## config.mk

```make
export PLATFORM = sky130hd
export DESIGN_NAME = receiver_uart
export DESIGN_NICKNAME = d
export VERILOG_FILES = /design/src/rtl/receiver_uart.sv
export SDC_FILE = /design/constraint.sdc
export NUM_CORES = 1
export LEC_CHECK = 0
export CORE_MARGIN = 8
export CORE_UTILIZATION = 53
export DETAILED_ROUTE_END_ITERATION = 10
export PLACE_DENSITY = 0.72
export SLEW_MARGIN = 20
export SYNTH_ARGS = -nofsm -noshare
export SYNTH_HDL_FRONTEND = slang
export SYNTH_HIERARCHICAL = 1
export SYNTH_SLANG_ARGS = --single-unit
```

## constraint.sdc

```tcl
create_clock -name clk -period 3.2 [get_ports clk]
set_clock_uncertainty 0.15 [all_clocks]
set_input_delay 0.8 -clock clk [delete_from_list [all_inputs] [get_ports clk]]
set_output_delay 0.8 -clock clk [all_outputs]
set_load 0.02 [all_outputs]
```

## src/rtl/receiver_uart.sv

```systemverilog
// UART receiver: 2-FF synchroniser, 16x-oversampled start/data/parity/stop
// framing with even parity, plus the baud tick generator it owns.

// Sample-tick generator: one-clk tick every (clk / (16 * baud)) cycles,
// divisors for a 50 MHz system clock.
module baud_controller (
  input  logic       clk,
  input  logic       reset,
  input  logic [2:0] i_baud_select,
  output logic       o_tick
);

  logic [13:0] w_limit;
  logic [13:0] r_cnt;
  logic        r_tick;

  // Divisor lookup for the selected baud rate.
  // NOTE: every path assigns w_limit up front, so no latch can be inferred.
  always_comb begin
    w_limit = 14'd27;
    case (i_baud_select)
      3'b000:  w_limit = 14'd10417; //    300 baud
      3'b001:  w_limit = 14'd2604;  //   1200 baud
      3'b010:  w_limit = 14'd651;   //   4800 baud
      3'b011:  w_limit = 14'd326;   //   9600 baud
      3'b100:  w_limit = 14'd163;   //  19200 baud
      3'b101:  w_limit = 14'd81;    //  38400 baud
      3'b110:  w_limit = 14'd54;    //  57600 baud
      default: w_limit = 14'd27;    // 115200 baud
    endcase
  end

  // Free-running divider; >= keeps it bounded if the rate code shrinks mid-count.
  // NOTE: sequential state uses non-blocking assignments only.
  always_ff @(posedge clk) begin
    if (reset) begin
      r_cnt  <= '0;
      r_tick <= 1'b0;
    end else if (r_cnt >= w_limit - 14'd1) begin
      r_cnt  <= '0;
      r_tick <= 1'b1;
    end else begin
      r_cnt  <= r_cnt + 14'd1;
      r_tick <= 1'b0;
    end
  end

  assign o_tick = r_tick;

endmodule

module receiver_uart #(
  parameter int DATA_BITS = 8,
  parameter int OVS       = 16,
  parameter int MID       = 7
) (
  input  logic                 clk,
  input  logic                 reset,
  input  logic [2:0]           baud_select,
  input  logic                 RX_EN,
  input  logic                 RxD,
  output logic [DATA_BITS-1:0] Rx_DATA,
  output logic                 Rx_PERROR,
  output logic                 Rx_FERROR,
  output logic                 Rx_VALID
);

  localparam int CW = $clog2(OVS);
  localparam int IW = $clog2(DATA_BITS);
  localparam logic [CW-1:0] CNT_MID  = CW'(MID);
  localparam logic [CW-1:0] CNT_LAST = CW'(OVS - 1);
  localparam logic [IW-1:0] IDX_LAST = IW'(DATA_BITS - 1);

  typedef enum logic [2:0] {
    S_IDLE, S_START, S_DATA, S_PARITY, S_STOP, S_DONE
  } state_t;

  state_t               r_state, w_state_n;
  logic [CW-1:0]        r_cnt, w_cnt_n;
  logic [IW-1:0]        r_idx, w_idx_n;
  logic [DATA_BITS-1:0] r_shift, w_shift_n;
  logic                 r_perr, w_perr_n;
  logic                 r_ferr, w_ferr_n;
  logic                 r_armed, w_armed_n;
  logic                 w_deliver;
  logic [1:0]           r_sync;
  logic                 w_rxd;
  logic                 w_tick;
  logic [DATA_BITS-1:0] r_rx_data;
  logic                 r_rx_perr, r_rx_ferr, r_rx_valid;

  baud_controller u_baud (
    .clk           (clk),
    .reset         (reset),
    .i_baud_select (baud_select),
    .o_tick        (w_tick)
  );

  // Two-flop synchroniser for the asynchronous line; idles high.
  always_ff @(posedge clk) begin
    if (reset) r_sync <= 2'b11;
    else       r_sync <= {r_sync[0], RxD};
  end

  assign w_rxd = r_sync[1];

  // FSM state and frame-assembly registers.
  always_ff @(posedge clk) begin
    if (reset) begin
      r_state <= S_IDLE;
      r_cnt   <= '0;
      r_idx   <= '0;
      r_shift <= '0;
      r_perr  <= 1'b0;
      r_ferr  <= 1'b0;
      r_armed <= 1'b0;
    end else begin
      r_state <= w_state_n;
      r_cnt   <= w_cnt_n;
      r_idx   <= w_idx_n;
      r_shift <= w_shift_n;
      r_perr  <= w_perr_n;
      r_ferr  <= w_ferr_n;
      r_armed <= w_armed_n;
    end
  end

  // Next-state logic; counters only move on tick cycles, DONE needs no tick.
  always_comb begin
    w_state_n = r_state;
    w_cnt_n   = r_cnt;
    w_idx_n   = r_idx;
    w_shift_n = r_shift;
    w_perr_n  = r_perr;
    w_ferr_n  = r_ferr;
    w_armed_n = r_armed;
    w_deliver = 1'b0;
    if (!RX_EN) begin
      // Drop any partial frame; wait for an idle line before re-arming.
      w_state_n = S_IDLE;
      w_armed_n = 1'b0;
    end else begin
      case (r_state)
        S_IDLE: if (w_tick) begin
          if (w_rxd) begin
            w_armed_n = 1'b1;
          end else if (r_armed) begin
            w_state_n = S_START;
            w_cnt_n   = '0;
          end
        end
        S_START: if (w_tick) begin
          if (r_cnt == CNT_MID) begin
            if (w_rxd) begin
              w_state_n = S_IDLE;        // too short to be a start bit
            end else begin
              w_state_n = S_DATA;
              w_cnt_n   = '0;
              w_idx_n   = '0;
            end
          end else begin
            w_cnt_n = r_cnt + 1'b1;
          end
        end
        S_DATA: if (w_tick) begin
          w_cnt_n = r_cnt + 1'b1;
          if (r_cnt == CNT_LAST) begin
            w_shift_n = {w_rxd, r_shift[DATA_BITS-1:1]};
            w_idx_n   = r_idx + 1'b1;
            if (r_idx == IDX_LAST) w_state_n = S_PARITY;
          end
        end
        S_PARITY: if (w_tick) begin
          w_cnt_n = r_cnt + 1'b1;
          if (r_cnt == CNT_LAST) begin
            w_perr_n  = w_rxd ^ (^r_shift);
            w_state_n = S_STOP;
          end
        end
        S_STOP: if (w_tick) begin
          w_cnt_n = r_cnt + 1'b1;
          if (r_cnt == CNT_LAST) begin
            w_ferr_n  = ~w_rxd;
            w_state_n = S_DONE;
          end
        end
        S_DONE: begin
          w_deliver = 1'b1;
          w_armed_n = ~r_ferr;           // after a bad stop, wait for line high
          w_state_n = S_IDLE;
        end
        default: w_state_n = S_IDLE;
      endcase
    end
  end

  // Host-facing output registers; data and flags hold between frames.
  always_ff @(posedge clk) begin
    if (reset) begin
      r_rx_data  <= '0;
      r_rx_perr  <= 1'b0;
      r_rx_ferr  <= 1'b0;
      r_rx_valid <= 1'b0;
    end else begin
      r_rx_valid <= w_deliver;
      if (w_deliver) begin
        r_rx_data <= r_shift;
        r_rx_perr <= r_perr;
        r_rx_ferr <= r_ferr;
      end
    end
  end

  assign Rx_DATA   = r_rx_data;
  assign Rx_PERROR = r_rx_perr;
  assign Rx_FERROR = r_rx_ferr;
  assign Rx_VALID  = r_rx_valid;

endmodule

```

# Word-level counts from Yosys, hierarchy flattened

Index checks and enable logic that the tools add are counted.

Register bits: 49
Bits in latches: 0
Bits in writable memories: 0
Bits in read-only memories: 0
Input port bits: 7
Logic and storage cells: 104
Memories: 0

Add/sub/neg operators: 4
Multipliers: 0
Divide/modulo/power cells: 0
Order comparisons: 1
Equal/unequal tests: 30
Shift-type cells: 0
Multiplexer cells: 35
Bitwise operators: 4
Reduce and logical (&&, ||, !) cells: 16

Operator list:

| cell                  | number |
|---|---|
| $pmux 14 s7           | 1 |
| $mux 3                | 17 |
| $mux 4                | 7 |
| $eq 3x3->1 const B    | 6 |
| $ne 2x2->1 const B    | 9 |
| $pmux 3 s5            | 1 |
| $add 14x1->14 const B | 1 |
| $ge 14x14->1          | 1 |
| $sub 14x1->14 const B | 1 |
| $eq 3x2->1 const B    | 4 |
| $ne 2x1->1 const B    | 6 |
| $pmux 4 s3            | 1 |
| $reduce_and 12->1     | 1 |
| $reduce_and 4->1      | 3 |
| $reduce_and 8->1      | 1 |
| $reduce_xor 8->1      | 1 |
| $reduce_and 7->1      | 1 |
| $eq 3x1->1 const B    | 2 |
| $logic_not 3->1       | 2 |
| $pmux 3 s2            | 1 |
| $mux 1                | 5 |
| $add 4x1->4 const B   | 1 |
| $eq 4x3->1 const B    | 1 |
| $eq 4x4->1 const B    | 1 |
| other kinds (11)      | 15 |

# Logic depth before layout (Yosys ltp)

Word-level depth: 5
Gate-level depth with buffers: 13

# Modules after synthesis

Netlist, hierarchy kept.

By module, submodules not included:

| module          | times used | cells an instance | area each (um^2) | sequential area each (um^2) |
|---|---|---|---|---|
| receiver_uart   | 1          | 193               | 1592.8           | 680.7 |
| baud_controller | 1          | 128               | 1260.0           | 300.3 |

# Worst setup path after synthesis

Ideal clock, no wire load.

Kind: input to register
Start point: input port baud_select[0]
End point: register u_baud.r_cnt[13]
Arrival: 3215 ps
Data required time: 2962 ps
Slack: -253 ps
Cell stages on the path: 13
Buffers on the path: 2
Cell sequence: clkbuf_1 > inv_1 > mux2i_1 > ha_1 > nor2_1 > a21oi_1 > a2bb2oi_1 > ha_1 > and4_4 > a221oi_2 > o21ai_2 > buf_6 > nor4_2

Longest elaborated chain between the ends: 5
Elaborated cells on any way between the ends: 11

Ends and longest elaborated chain:

| what                                     | RTL line | text |
|---|---|---|
| start, declared                          | 59       | `input logic [2:0] baud_select,` |
| $eq 3x3->1, or another cell as far along | 21       | `case (i_baud_select)` |
| $pmux 14 s7 *                            | 21       |  |
| $sub 14x1->14 *                          | 39       | `end else if (r_cnt >= w_limit - 14'd1) begin` |
| $ge 14x14->1 *                           | 39       |  |
| $reduce_or 2->1 (no line) *              | n/a      |  |
| end signal, assigned                     | 43       | `r_cnt <= r_cnt + 14'd1;` |
| end, declared                            | 14       | `logic [13:0] r_cnt;` |

Every way passes the cells marked *; elsewhere a longest branch is shown, timed or not.
A chain may end at the register's enable or synchronous reset.

# Final worst setup path

Start point: input port baud_select[2]
End point: register u_baud.r_cnt[9]

The elaborated chain is that of the path after synthesis.

==> metrics.md <==
| Metric | Value |
|---|---|
| Post-synth EDFFs | `0` |
| Post-place setup slack | `-0.588 ns` |
| Post-synthesis mux area share | `0.0246` |
| Die H | `89.4 um` |
| Worst setup SP type | `input pin` |
| Critical path type | `in -> reg` |
| Largest net degree at the start of global routing | `24` |
| Vias | `2274` |
| Clock-pin slew on the worst setup and hold paths | `0.10 ns` |
| Layout Nets | `377` |
| Layout Cells excl Fill | `422` |
| HP Class | `reg -> reg` |
| Antenna cells | `0` |
| TritonCTS buffer count | `5` |
| Final wirelength | `5.62 mm` |
| DRT iter0 DRCs | `102` |
| Yosys reg bits | `49` |
| Multi-input logic area | `1840 um2` |
| WP data required | `3.26 ns` |
| Post-Syn Area | `2850 um2` |
| WL per Instance | `13.3 um` |
| Number of buffers on the longest clock path | `2` |
| Ratio of final minimum period to clock period | `0.958` |
| Simple-gate share of the synthesized area | `0.300` |
| Placed Cells | `414` |
| Gpl congestion | `0.842` |
| Cell Rows | `26` |
| Vias per inst | `5.39` |
| I/O pins | `18` |
| Leakage | `1.19 nW` |
| Final worst setup slack | `0.136 ns` |
| Share of post-route cells with drive strength above 1 | `0.196` |
| Reg2reg path depth | `7` |
| Data arrival, critical path | `3.12 ns` |
| Setup crit end kind | `register` |
| Placed instance area | `3250 um2` |
| Main combinational cell family by area after synthesis | `simple AND/OR/NAND/NOR gates` |
| Maxcap violations | `0` |
| Mapped Cells | `321` |
| Slowest CP cell | `dlygate4sd2_1` |
| Synth Area in Compound Gates | `0.131` |
| Core area | `5140 um2` |
| Mapped Avg Cell Area | `8.89 um2` |
| Post-synthesis sequential area ratio | `0.344` |
| Initial Utilization | `0.555` |
| Post-synth cell types | `61` |
| Final ANT Viol Nets | `0` |
| Synth warn | `6` |
| PwrDens | `326 nW/um2` |
| Most used flip-flop cell after synthesis | `dfxtp_1` |
| F_max | `326 MHz` |
| Crit path buf inv count | `3` |
| Hold EP | `r_sync[1]$_SDFF_PP1_` |
| Final setup fails | `0` |
| Slew Limit Fails | `0` |
| H-tree Lvls | `2` |
| Yosys top cell area share | `0.344` |
| # fillers | `473` |
| Clock sink count | `49` |
| Initial antenna violation count | `0` |
| DR DRC count | `0` |
| Area overhead of the layout relative to synthesis | `18.6%` |
| Max VDD drop | `0.177 mV` |
| Hold WS | `0.280 ns` |
| Worst-Skew Late Latency | `0.31 ns` |
| Register area | `981 um2` |
| Clock Tree Root | `clkbuf_8` |
| GRT Util Overall | `0.151` |
| Reg-to-Reg Start | `u_baud/r_cnt[0]$_SDFF_PP0_` |
| Fin util | `0.658` |
| Final Total Pwr | `1.10 mW` |
| Cell taking the most area after synthesis | `dfxtp_1` |
| Crit path cell chain | `dlygate4sd2_1, buf_4, mux2i_4, ha_4, nor2_1, a21oi_2, a2bb2oi_2, ha_1, and4_4, a221oi_4, o21ai_2, buf_12, nor4_2` |
| Drt pass-1 iters | `4` |
| Top cells by area, synth | `dfxtp_1, ha_1, nand2_1` |
| Buffer count from post-CTS setup fixing | `0` |
| Synth Area in XOR/XNOR | `0.0754` |
| Critical Path Fanout Max | `12` |
| Die area | `7990 um2` |
| Hold depth | `1` |
| Outcome | `finished clean` |
| Vias in the first global route | `2172` |
| RSZ-0062 raised after global routing | `false` |
| DP HPWL | `4.18 mm` |
| CTS tree | `yes` |
| Adder-cell area share of the yosys netlist | `0.0833` |
| Setup tns final | `0 ns` |
| PortBufs | `17` |
| GRT overflow | `0` |
| Commonest non-fill, non-tap cells in the layout | `nand2_1, dfxtp_1, a21oi_1` |
| Ys async rst share | `0` |
| Delay-heaviest family, CP | `compound AO/OA/AOI/OAI gates` |
| Min Clock Period, post-route | `3.06 ns` |
| R2R Setup Slk | `1.13 ns` |
| Hold Crit Start | `r_sync[0]$_SDFF_PP1_` |
| Fin. Hold Viols | `0` |
| R2r endpoint | `u_baud/r_cnt[9]$_SDFF_PP0_` |
| Commonest non-fill, non-tap cell in the layout | `nand2_1` |
| Final instance area | `3380 um2` |
| Critical path's largest stage delay | `0.28 ns` |
| Die W | `89.4 um` |
| First-pass GRT wire length | `9.62 mm` |
==> metal layers <==
layer	track usage	vias to the layer above	part of all wire	wire, um
met5	0	-	0	0
met4	0.0604	0	0.016	92
met3	0.0313	9	0.030	171
met2	0.264	26	0.50	2800
met1	0.175	1051	0.45	2550
li1	-	1188	-	-
==> cells by family after synthesis <==
| logic type | count (synthesis) |
|---|---|
| other cells | 1 |
| simple gates | 144 |
| buf+inv | 24 |
| mux | 7 |
| flops | 49 |
| compound gates | 54 |
| fa+ha+maj | 19 |
| xor+xnor | 23 |
==> power breakdown <==
group | internal, mW | switching, mW
logic | 0.0589 | 0.0583
registers | 0.614 | 0.00695
clock network | 0.156 | 0.208
total | 0.829 | 0.273
==> sequential cells by signal, indices dropped and copies added (netlist names) <==
signal         cells
r_armed            1
u_baud/o_tick      1
r_perr             1
r_ferr             1
Rx_VALID           1
r_cnt              4
r_sync             2
r_shift            8
r_state            3
Rx_PERROR          1
Rx_DATA            8
Rx_FERROR          1
u_baud/r_cnt      14
r_idx              3
==> worst max-delay path by stage <==
stage | start | to | slack [ns] | cells after the start
after CTS | baud_select[1] | u_baud/r_cnt[9]$_SDFF_PP0_ | 0.02 | 13
after global routing | baud_select[2] | u_baud/r_cnt[9]$_SDFF_PP0_ | 0.02 | 13
after floorplan | baud_select[0] | u_baud/r_cnt[13]$_SDFF_PP0_ | 0.004 | 13
after global placement | baud_select[1] | u_baud/r_cnt[1]$_SDFF_PP0_ | -0.49 | 13
after detailed placement | baud_select[1] | u_baud/r_cnt[9]$_SDFF_PP0_ | -0.59 | 13
final | baud_select[2] | u_baud/r_cnt[9]$_SDFF_PP0_ | 0.14 | 13
==> cells in the mapped netlist, types with 2 or more instances <==
| master | count |
|---|---|
| nand2_1 | 51 |
| dfxtp_1 | 49 |
| a21oi_1 | 27 |
| nor2_1 | 23 |
| ha_1 | 19 |
| xnor2_1 | 18 |
| nor4_2 | 14 |
| inv_1 | 9 |
| clkbuf_1 | 8 |
| nand2b_1 | 8 |
| mux2i_1 | 7 |
| nand3_1 | 7 |
| nor3_1 | 6 |
| buf_2 | 5 |
| nor2b_1 | 5 |
| xor2_1 | 4 |
| a21o_1 | 3 |
| nand4_1 | 3 |
| o21ai_0 | 3 |
| or2_2 | 3 |
| a211oi_1 | 2 |
| a22oi_1 | 2 |
| and4_4 | 2 |
| nor4_1 | 2 |
| nor4bb_1 | 2 |
| o211ai_1 | 2 |
| o21ai_2 | 2 |
| or3_1 | 2 |
==> cell type report <==
| type | instances | area share |
|---|---|---|
| sequential | 49 | 0.290 |
| clock buffer | 6 | 0.0214 |
| multi-input combinational | 249 | 0.544 |
| timing repair buffer | 37 | 0.104 |
| inverter | 9 | 0.0115 |
| tap | 70 | 0.0259 |
| clock inverter | 2 | 0.00407 |
==> repair_timing <==
action / in CTS / in global routing
pin swaps: 0 / 2
gates resized for setup: 4 / 8
hold buffers: 0 / 0
setup endpoints to repair: 15 / 15
(Power assumes the default switching activity.)
